## config.mk

```make
export PLATFORM = sky130hd
export DESIGN_NAME = cmd_channel_arbiter
export DESIGN_NICKNAME = d
export VERILOG_FILES = /design/src/rtl/cmd_channel_arbiter_pkg.sv /design/src/rtl/cmd_channel_arbiter_hold_gap_timer.sv /design/src/rtl/cmd_channel_arbiter.sv
export SDC_FILE = /design/constraint.sdc
export NUM_CORES = 1
export LEC_CHECK = 0
export BUFFER_PORTS_ARGS = -buffer_cell sky130_fd_sc_hd__buf_4
export CAP_MARGIN = 20
export CORE_MARGIN = 2
export CORE_UTILIZATION = 48
export DETAILED_ROUTE_END_ITERATION = 8
export PLACE_DENSITY = 0.75
export RECOVER_POWER = 25
export SYNTH_ARGS = -nofsm -noshare
export SYNTH_HDL_FRONTEND = slang
export SYNTH_HIERARCHICAL = 1
export SYNTH_SLANG_ARGS = --single-unit
```

## constraint.sdc

```tcl
create_clock -name clk -period 2.35 [get_ports clk]
set_clock_uncertainty 0.1 [all_clocks]
set_input_delay 0.235 -clock clk [delete_from_list [all_inputs] [get_ports clk]]
set_output_delay 0.235 -clock clk [all_outputs]
set_load 0.005 [all_outputs]
```

## src/rtl/cmd_channel_arbiter_pkg.sv

```systemverilog
// Shared encodings for the command-channel arbiter: idle/reset command codes, mode and state enums.
package cmd_channel_arbiter_pkg;

  localparam logic [7:0] NONACT = 8'h00;
  localparam logic [7:0] NONINT = 8'hFF;

  localparam logic [1:0] GRANT_NONE = 2'b00;
  localparam logic [1:0] GRANT_MAN  = 2'b01;
  localparam logic [1:0] GRANT_AUTO = 2'b10;

  typedef enum logic [1:0] {
    MODE_MAN    = 2'b00,
    MODE_AUTO   = 2'b01,
    MODE_SHARED = 2'b10,
    MODE_FREEZE = 2'b11
  } arb_mode_e;

  typedef enum logic [1:0] {
    ARB_IDLE = 2'b00,
    ARB_HOLD = 2'b01,
    ARB_GAP  = 2'b10,
    ARB_DONE = 2'b11
  } arb_state_e;

  function automatic logic [1:0] owner_onehot(input logic is_auto);
    return is_auto ? GRANT_AUTO : GRANT_MAN;
  endfunction

endpackage

```

## src/rtl/cmd_channel_arbiter_hold_gap_timer.sv

```systemverilog
// Down-counter shared by the hold and gap phases; saturates at zero.
module hold_gap_timer #(
  parameter int CW = 8
) (
  input  logic          clk,
  input  logic          rst,
  input  logic          load,
  input  logic [CW-1:0] load_val,
  input  logic          dec,
  output logic          zero
);

  logic [CW-1:0] cnt_r;

  // counter register: load has priority over decrement
  always_ff @(posedge clk or negedge rst) begin
    if (!rst) begin
      cnt_r <= '0;
    end else if (load) begin
      cnt_r <= load_val;
    end else if (dec && (cnt_r != '0)) begin
      cnt_r <= cnt_r - {{(CW-1){1'b0}}, 1'b1};
    end else begin
      cnt_r <= cnt_r;
    end
  end

  assign zero = (cnt_r == '0);

endmodule

```

## src/rtl/cmd_channel_arbiter.sv

```systemverilog
// Grants the shared command channel to the manual or auto requester, holds the command,
// drives a no-action gap and pulses the owner's ack.
module cmd_channel_arbiter
  import cmd_channel_arbiter_pkg::*;
#(
  parameter int HOLD_CYC = 4,
  parameter int GAP_CYC  = 2,
  parameter int CW       = 8
) (
  input  logic       clk,
  input  logic       rst,
  input  logic [1:0] mode,
  input  logic       m_req,
  input  logic [7:0] m_cmd,
  output logic       m_ack,
  input  logic       a_req,
  input  logic [7:0] a_cmd,
  output logic       a_ack,
  output logic [7:0] in_bits,
  output logic [1:0] grant,
  output logic       busy
);

  localparam logic [CW-1:0] HOLD_LD = CW'(HOLD_CYC - 1);
  localparam logic [CW-1:0] GAP_LD  = (GAP_CYC == 0) ? '0 : CW'(GAP_CYC - 1);
  localparam logic          HAS_GAP = (GAP_CYC != 0);

  arb_state_e    state_r;
  logic          rr_last_auto_r;
  logic [7:0]    in_bits_r;
  logic [1:0]    grant_r;
  logic          busy_r;
  logic          m_ack_r;
  logic          a_ack_r;

  logic          elig_m_s;
  logic          elig_a_s;
  logic          pick_m_s;
  logic          pick_a_s;
  logic          tmr_load_s;
  logic [CW-1:0] tmr_val_s;
  logic          tmr_dec_s;
  logic          tmr_zero_s;

  // eligibility per mode and round-robin tie break (manual wins when auto went last)
  always_comb begin
    elig_m_s = 1'b0;
    elig_a_s = 1'b0;
    case (mode)
      MODE_MAN:    elig_m_s = m_req;
      MODE_AUTO:   elig_a_s = a_req;
      MODE_SHARED: begin
        elig_m_s = m_req;
        elig_a_s = a_req;
      end
      MODE_FREEZE: begin
        elig_m_s = 1'b0;
        elig_a_s = 1'b0;
      end
      default: begin
        elig_m_s = 1'b0;
        elig_a_s = 1'b0;
      end
    endcase
    pick_m_s = elig_m_s && (!elig_a_s || rr_last_auto_r);
    pick_a_s = elig_a_s && !pick_m_s;
  end

  // timer control derived from the current phase
  always_comb begin
    tmr_load_s = 1'b0;
    tmr_val_s  = '0;
    tmr_dec_s  = 1'b0;
    case (state_r)
      ARB_IDLE: begin
        if (pick_m_s || pick_a_s) begin
          tmr_load_s = 1'b1;
          tmr_val_s  = HOLD_LD;
        end else begin
          tmr_load_s = 1'b0;
        end
      end
      ARB_HOLD: begin
        if (tmr_zero_s) begin
          tmr_load_s = HAS_GAP;
          tmr_val_s  = GAP_LD;
        end else begin
          tmr_dec_s = 1'b1;
        end
      end
      ARB_GAP: begin
        if (tmr_zero_s) begin
          tmr_dec_s = 1'b0;
        end else begin
          tmr_dec_s = 1'b1;
        end
      end
      default: begin
        tmr_load_s = 1'b0;
      end
    endcase
  end

  hold_gap_timer #(.CW(CW)) u_timer (
    .clk      (clk),
    .rst      (rst),
    .load     (tmr_load_s),
    .load_val (tmr_val_s),
    .dec      (tmr_dec_s),
    .zero     (tmr_zero_s)
  );

  // arbitration FSM with registered outputs; in_bits doubles as the command latch during HOLD
  always_ff @(posedge clk or negedge rst) begin
    if (!rst) begin
      state_r        <= ARB_IDLE;
      rr_last_auto_r <= 1'b1;
      in_bits_r      <= NONINT;
      grant_r        <= GRANT_NONE;
      busy_r         <= 1'b0;
      m_ack_r        <= 1'b0;
      a_ack_r        <= 1'b0;
    end else begin
      case (state_r)
        ARB_IDLE: begin
          m_ack_r <= 1'b0;
          a_ack_r <= 1'b0;
          if (pick_m_s || pick_a_s) begin
            state_r   <= ARB_HOLD;
            in_bits_r <= pick_a_s ? a_cmd : m_cmd;
            grant_r   <= owner_onehot(pick_a_s);
            busy_r    <= 1'b1;
            if (elig_m_s && elig_a_s) begin
              rr_last_auto_r <= pick_a_s;
            end
          end else begin
            in_bits_r <= NONACT;
            grant_r   <= GRANT_NONE;
            busy_r    <= 1'b0;
          end
        end
        ARB_HOLD: begin
          if (tmr_zero_s) begin
            in_bits_r <= NONACT;
            if (HAS_GAP) begin
              state_r <= ARB_GAP;
            end else begin
              state_r <= ARB_DONE;
              grant_r <= GRANT_NONE;
              busy_r  <= 1'b0;
              m_ack_r <= grant_r[0];
              a_ack_r <= grant_r[1];
            end
          end
        end
        ARB_GAP: begin
          if (tmr_zero_s) begin
            state_r <= ARB_DONE;
            grant_r <= GRANT_NONE;
            busy_r  <= 1'b0;
            m_ack_r <= grant_r[0];
            a_ack_r <= grant_r[1];
          end
        end
        ARB_DONE: begin
          state_r <= ARB_IDLE;
          m_ack_r <= 1'b0;
          a_ack_r <= 1'b0;
        end
        default: begin
          state_r   <= ARB_IDLE;
          in_bits_r <= NONACT;
          grant_r   <= GRANT_NONE;
          busy_r    <= 1'b0;
          m_ack_r   <= 1'b0;
          a_ack_r   <= 1'b0;
        end
      endcase
    end
  end

  assign in_bits = in_bits_r;
  assign grant   = grant_r;
  assign busy    = busy_r;
  assign m_ack   = m_ack_r;
  assign a_ack   = a_ack_r;

endmodule

```

==> flow_summary.json, run 1 <==
{
  "maxSlewViolCount": 0,
  "ys_ff_latch": 24,
  "diodes": 0,
  "grt_overflow": 0,
  "ir_worst_vdd_mv": 0.730,
  "ios": 35,
  "place_area_um2": 1900,
  "critPathCaptureType": "register",
  "yosysSeqAreaShare": 0.402,
  "grt_use_met1": 0.269,
  "avgSynthCellArea_um2": 9.58,
  "status": "completed",
  "layout-drive-gt1-share": 0.355,
  "r2r-start": "u_timer/cnt_r[1]",
  "dp.final_hpwl_mm": 2.76,
  "die_area_um2": 3640,
  "port_buffers": 34,
  "cp_common_cell": "or3b_4",
  "synth_edf_count": 0,
  "critPathArrivalTime_ps": 2450,
  "critPathMaxStageDelay_ps": 440,
  "power.leakage_nw": 0.877,
  "grt_pass1_vias": 1368,
  "grt_max_degree": 25,
  "clk_path_buf_depth": 2,
  "fmax_mhz": 430,
  "slew_headroom": 0.125,
  "grt_use_total": 0.221,
  "antenna_found_initial": 0,
  "cpMaxStageDelayCell": "or3b_4",
  "final_common_cell": "buf_4",
  "netlist_area_um2": 1520,
  "startpoint": "u_timer/cnt_r[1]",
  "vias": 1464,
  "worstPathRequired_ps": 2470,
  "drv_cap": 0,
  "hold_violations": 0,
  "initial_core_util": 0.503,
  "min_period_ps": 2330,
  "report.power.total_mw": 2.45,
  "synth_flop_cell": "dfrtp_1",
  "cp_max_fo": 6,
  "use_met2": 0.394,
  "finalNetCount": 241,
  "cts_num_sinks": 24,
  "die_h_um": 60.3,
  "crit_path_start_kind": "register",
  "clkTransAtPathRegs_ps": 130,
  "final_cell_mix": "buf_4, dfrtp_1, nand2_1",
  "gr-usage-met3": 0.0238,
  "core_region_area_um2": 3030,
  "h-tree-depth": 1,
  "cp.depth": 8,
  "intPower_mw": 1.45,
  "seqPwrFrac": 0.317,
  "die_w_um": 60.3,
  "async_flop_share": 1.00,
  "p_sw_uw": 999,
  "busiest_layer": "met2",
  "drt-total-wl_mm": 3.85,
  "wl_per_cell_um": 15.1,
  "gp_congestion": 0.806,
  "cp_top_family": "simple AND/OR/NAND/NOR gates",
  "final_area_um2": 2000,
  "viasPerCell": 5.74,
  "tns_ps": 0,
  "pwr-share-comb": 0.592,
  "syn_inst": 159,
  "yosys_warnings": 6,
  "p_per_area_nw_per_um2": 1220,
  "netlist_top_cells_area": "dfrtp_1, dfstp_2, ha_1, a32oi_1, a22oi_1",
  "synth_top_area_cell": "dfrtp_1",
  "rows": 20,
  "cp-endpoint": "u_timer/cnt_r[7]",
  "worstMarginPinSlew_ps": 1310,
  "switching_share": 0.408,
  "power_frac_clock": 0.091,
  "dr.pass1.iters": 4,
  "path_class": "register to register",
  "ys_types": 49,
  "synth_top_area_frac": 0.247,
  "clockRootBuffer": "clkbuf_4",
  "setup_viol": 0,
  "drtIter0Drc": 62,
  "cts_tree": "yes",
  "period_share": 0.990,
  "min_path_cells": 3,
  "worstRegToRegCells": 8,
  "fin_cells": 255,
  "rr_endpoint": "u_timer/cnt_r[7]",
  "dp_cells": 246,
  "hold_path_class": "input pin to register",
  "crit_chain": "inv_2, ha_4, or3b_4, nor2_4, nor2b_2, or3b_4, o311a_1, a221o_1",
  "syn2layout_area_growth_pct": 31.6,
  "r2r_slack_ps": 20,
  "grt_pass1_wl_mm": 6.03,
  "clk-insertion-delay-late_ps": 320,
  "cts_buffers": 3,
  "ant_nets": 0,
  "timing.critical_path.buf_inv": 1,
  "remaining_drc_errors": 0
}
-- per-layer routing --
| metal | wire length (um) | vias up |
|---|---|---|
| met5 | 0 | - |
| met2 | 1940 | 44 |
| met4 | 63 | 0 |
| met3 | 192 | 6 |
| li1 | - | 704 |
| met1 | 1660 | 710 |
-- synthesized netlist by cell type (all sizes together), types with 2 or more instances --
| master | instances |
|---|---|
| a211o | 2 |
| a21oi | 7 |
| a221o | 2 |
| a22oi | 9 |
| a31oi | 2 |
| a32oi | 8 |
| buf | 4 |
| clkbuf | 2 |
| dfrtp | 15 |
| dfstp | 9 |
| ha | 7 |
| inv | 12 |
| mux2i | 3 |
| nand2 | 14 |
| nand3 | 4 |
| nand4 | 2 |
| nor2 | 8 |
| nor2b | 2 |
| nor3 | 3 |
| nor3b | 3 |
| o211a | 2 |
| o211ai | 4 |
| o21a | 2 |
| o21ai | 11 |
| o32a | 2 |
| or3b | 2 |
| or4 | 3 |
-- cell families after synthesis --
family | synth area share
compound gates | 0.295
xor+xnor | 0.00575
fa+ha+maj | 0.0575
buf+inv | 0.0583
flops | 0.402
mux | 0.0320
other cells | 0.00246
simple gates | 0.147
-- through the flow --
step                       util  hold WS, ps  setup WS, ps
after global routing      0.662         30.4         -39.7
after global placement    0.627         47.0          44.6
final                     0.662         34.1          23.4
after floorplan               -         -161          37.0
after CTS                 0.648         29.7          20.7
after detailed placement  0.627         55.7         -25.1
-- power groups by stage --
stage                     logic [mW]  registers, mW  clock network, mW
after floorplan                0.892          0.766                  0
after global routing            1.60          0.795              0.246
after CTS                       1.35          0.772              0.230
after detailed placement        1.31          0.781                  0
final                           1.45          0.777              0.222
after global placement          1.26          0.768                  0
-- sequential cells by signal (all words and copies together), names as in the netlist --
name	flops
in_bits	8
u_timer/cnt_r	8
grant	2
state_r	2
a_ack	1
busy	1
m_ack	1
rr_last_auto_r	1
-- worst min path at each step --
stage	start	to
6_report	m_cmd[7]	in_bits[7]
5_1_grt	m_cmd[2]	in_bits[2]
4_1_cts	m_cmd[7]	in_bits[7]
3_5_place_dp	rst	grant[1]
3_3_place_gp	rst	m_ack
2_1_floorplan	rst	a_ack
-- repair_timing --
item	CTS	global route
hold buffers	1	0
hold endpoints to repair	24	0
buffers inserted	1	3
pin swaps	0	2
cloned	0	0
endpoints found under the setup margin	6	14
resized for setup	2	5
-- worst register-to-register path, cell delays in order, from the launching register on --
cell and delay, ps:
dfrtp_1 420, inv_2 70, ha_4 170, or3b_4 250, nor2_4 50, nor2b_2 140
or3b_4 440, o311a_1 350, a221o_1 260
-- cell type report --
cell class	count	area, um^2
multi-input cells	121	885
clock buffers	4	36.3
fillers	247	1020
repair buffers	49	367
inverters	13	50.0
well taps	44	55.1
flip-flops and latches	24	612
No activity file was read; power rests on OpenSTA's default activity.
==> run 2: changes to the inputs <==
ABC_AREA = 1   (was default)
CORE_UTILIZATION = 49   (was 48)
PLACE_DENSITY = 0.76   (was 0.75)
SKIP_CTS_REPAIR_TIMING = 1   (was default)
==> flow_summary.json, run 2 <==
{
  "status": "completed",
  "ys_ff_latch": 24,
  "layout-drive-gt1-share": 0.227,
  "final_util": 0.638,
  "rsz0062_at_grt": "no",
  "fmax_mhz": 500,
  "clk_path_buf_depth": 2,
  "remaining_drc_errors": 0,
  "gr-usage-met3": 0.0252,
  "dr.pass1.iters": 4,
  "yosysMostFrequentCell": "nand2_1",
  "final_area_um2": 1960,
  "diodes": 0,
  "vias": 1464,
  "grt_pass1_vias": 1357,
  "grt_overflow": 0,
  "critPathArrivalTime_ps": 2120,
  "place_area_um2": 1920,
  "avgSynthCellArea_um2": 7.06,
  "period_share": 0.852,
  "ir_worst_vdd_mv": 0.612,
  "drv_cap": 0,
  "final_cell_mix": "nand2_1, inv_1, nand3_1, buf_4, dfrtp_1",
  "crit_path_start_kind": "register",
  "die_w_um": 61.1,
  "hold_violations": 0,
  "critPathMaxStageDelay_ps": 400,
  "ant_nets": 0,
  "yosysSeqAreaShare": 0.383,
  "tns_ps": 0,
  "synth_flop_cell": "dfrtp_1",
  "core_region_area_um2": 3080,
  "rows": 20,
  "p_per_area_nw_per_um2": 1200,
  "slew_headroom": 0.136,
  "gp_congestion": 0.918,
  "ys_types": 28,
  "maxSlewViolCount": 0,
  "wl_per_cell_um": 10.3,
  "critPathCaptureType": "register",
  "timing.critical_path.buf_inv": 3,
  "power.leakage_nw": 1.09,
  "cp_common_cell": "nand2_1",
  "worstPathRequired_ps": 2470,
  "use_met2": 0.322,
  "grt_pass1_wl_mm": 5.58,
  "finalNetCount": 299,
  "port_buffers": 34,
  "netlist_top_cells_area": "dfrtp_1, nand2_1, dfstp_2, nand3_1, inv_1",
  "async_flop_share": 1.00,
  "crit_chain": "inv_1, ha_1, nand2_1, nor2_1, nand2_1, nand2_1, inv_1, nand2_4, clkinv_2, nand2_1, nand2_1",
  "cpMaxStageDelayCell": "dfrtp_1",
  "busiest_layer": "met2",
  "ios": 35,
  "grt_use_met1": 0.274,
  "clk-insertion-delay-late_ps": 320,
  "syn_inst": 226,
  "grt_use_total": 0.198,
  "cp_max_fo": 8,
  "die_area_um2": 3730,
  "cts_buffers": 3,
  "dp.final_hpwl_mm": 2.43,
  "syn2layout_area_growth_pct": 23.0,
  "final_common_cell": "nand2_1",
  "cts_tree": "yes",
  "synth_edf_count": 0,
  "h-tree-depth": 1,
  "min_period_ps": 2000,
  "viasPerCell": 4.68,
  "synth_top_area_frac": 0.235,
  "drtIter0Drc": 48,
  "cp_top_family": "simple AND/OR/NAND/NOR gates",
  "clockRootBuffer": "clkbuf_4",
  "grt_max_degree": 25,
  "synth_top_area_cell": "dfrtp_1",
  "drt-total-wl_mm": 3.23,
  "clkTransAtPathRegs_ps": 140,
  "antenna_found_initial": 0,
  "cp.depth": 11,
  "yosys_warnings": 6,
  "path_class": "register to register",
  "hold_path_class": "input pin to register",
  "report.power.total_mw": 2.36,
  "worstMarginPinSlew_ps": 1300,
  "synth.top_cells.by_count": "nand2_1, inv_1, nand3_1",
  "setup_viol": 0,
  "initial_core_util": 0.519,
  "min_path_cells": 5,
  "worstRegToRegCells": 11,
  "cts_num_sinks": 24,
  "die_h_um": 61.1,
  "netlist_area_um2": 1600
}
## run 2: cell types whose count changed in the layout (fill, tap and decap cells not counted), sizes merged, moves of 4 or more
cell | before | now
nor2 | 8 | 16
a32oi | 8 | 0
nand3 | 4 | 34
inv | 12 | 42
a21oi | 7 | 2
buf | 47 | 34
o211ai | 4 | 0
nand2 | 14 | 75
a22oi | 9 | 0
## run 2: routing by layer
layer,share of wire,vias to the layer above
met5,0,-
met4,0.0083,0
met3,0.034,2
met2,0.47,30
met1,0.49,651
li1,-,781
## run 2: metrics by stage
step           hold WS (ps)  std cells  setup WS [ps]
4_1_cts                -304        312            337
5_1_grt                 105        313           34.8
3_3_place_gp           52.2        308            448
6_report               87.8        313            349
3_5_place_dp           54.0        308            367
2_1_floorplan          -161        231            476
## run 2: area by class of cell
type / count / area [um^2]
Clock buffer: 4 / 36.3
Inverter: 43 / 163
Multi-Input combinational cell: 162 / 830
Fill cell: 291 / 1110
Sequential cell: 24 / 612
Timing Repair Buffer: 36 / 269
Tap cell: 44 / 55.1
## run 2: worst register-to-register path, stage by stage (launching register included)
cell	delay, ps
dfrtp_1	400
inv_1	160
ha_1	180
nand2_1	100
nor2_1	220
nand2_1	100
nand2_1	150
inv_1	160
nand2_4	150
clkinv_2	80
nand2_1	60
nand2_1	50
## run 2: final timing paths
kind / from / end / slack (ps)
setup / recovery: u_timer/cnt_r[0] / u_timer/cnt_r[3] / 350
hold / removal: m_cmd[3] / in_bits[3] / 90
setup reg to reg: u_timer/cnt_r[0] / u_timer/cnt_r[3] / 350
hold reg to reg: in_bits[3] / in_bits[3] / 380
max in group asynchronous: rst / u_timer/cnt_r[6] / 780
min in group asynchronous: rst / busy / 610
## run 2: cells by family (layout without fill, tap and decap cells)
| family | Yosys count | after routing | share of synthesized area |
|---|---|---|---|
| flip-flops | 24 | 24 | 0.383 |
| adder cells (fa/ha/maj) | 7 | 7 | 0.0549 |
| XOR/XNOR | 1 | 1 | 0.00549 |
| buffers and inverters | 45 | 83 | 0.109 |
| other | 1 | 6 | 0.00235 |
| AO/OA/AOI/OAI | 18 | 18 | 0.0674 |
| AND/OR/NAND/NOR | 130 | 130 | 0.378 |
## run 2: power by group
group          internal (mW)  switching (mW)
Combinational          0.552           0.808
Clock                 0.0947           0.127
Sequential             0.633           0.145
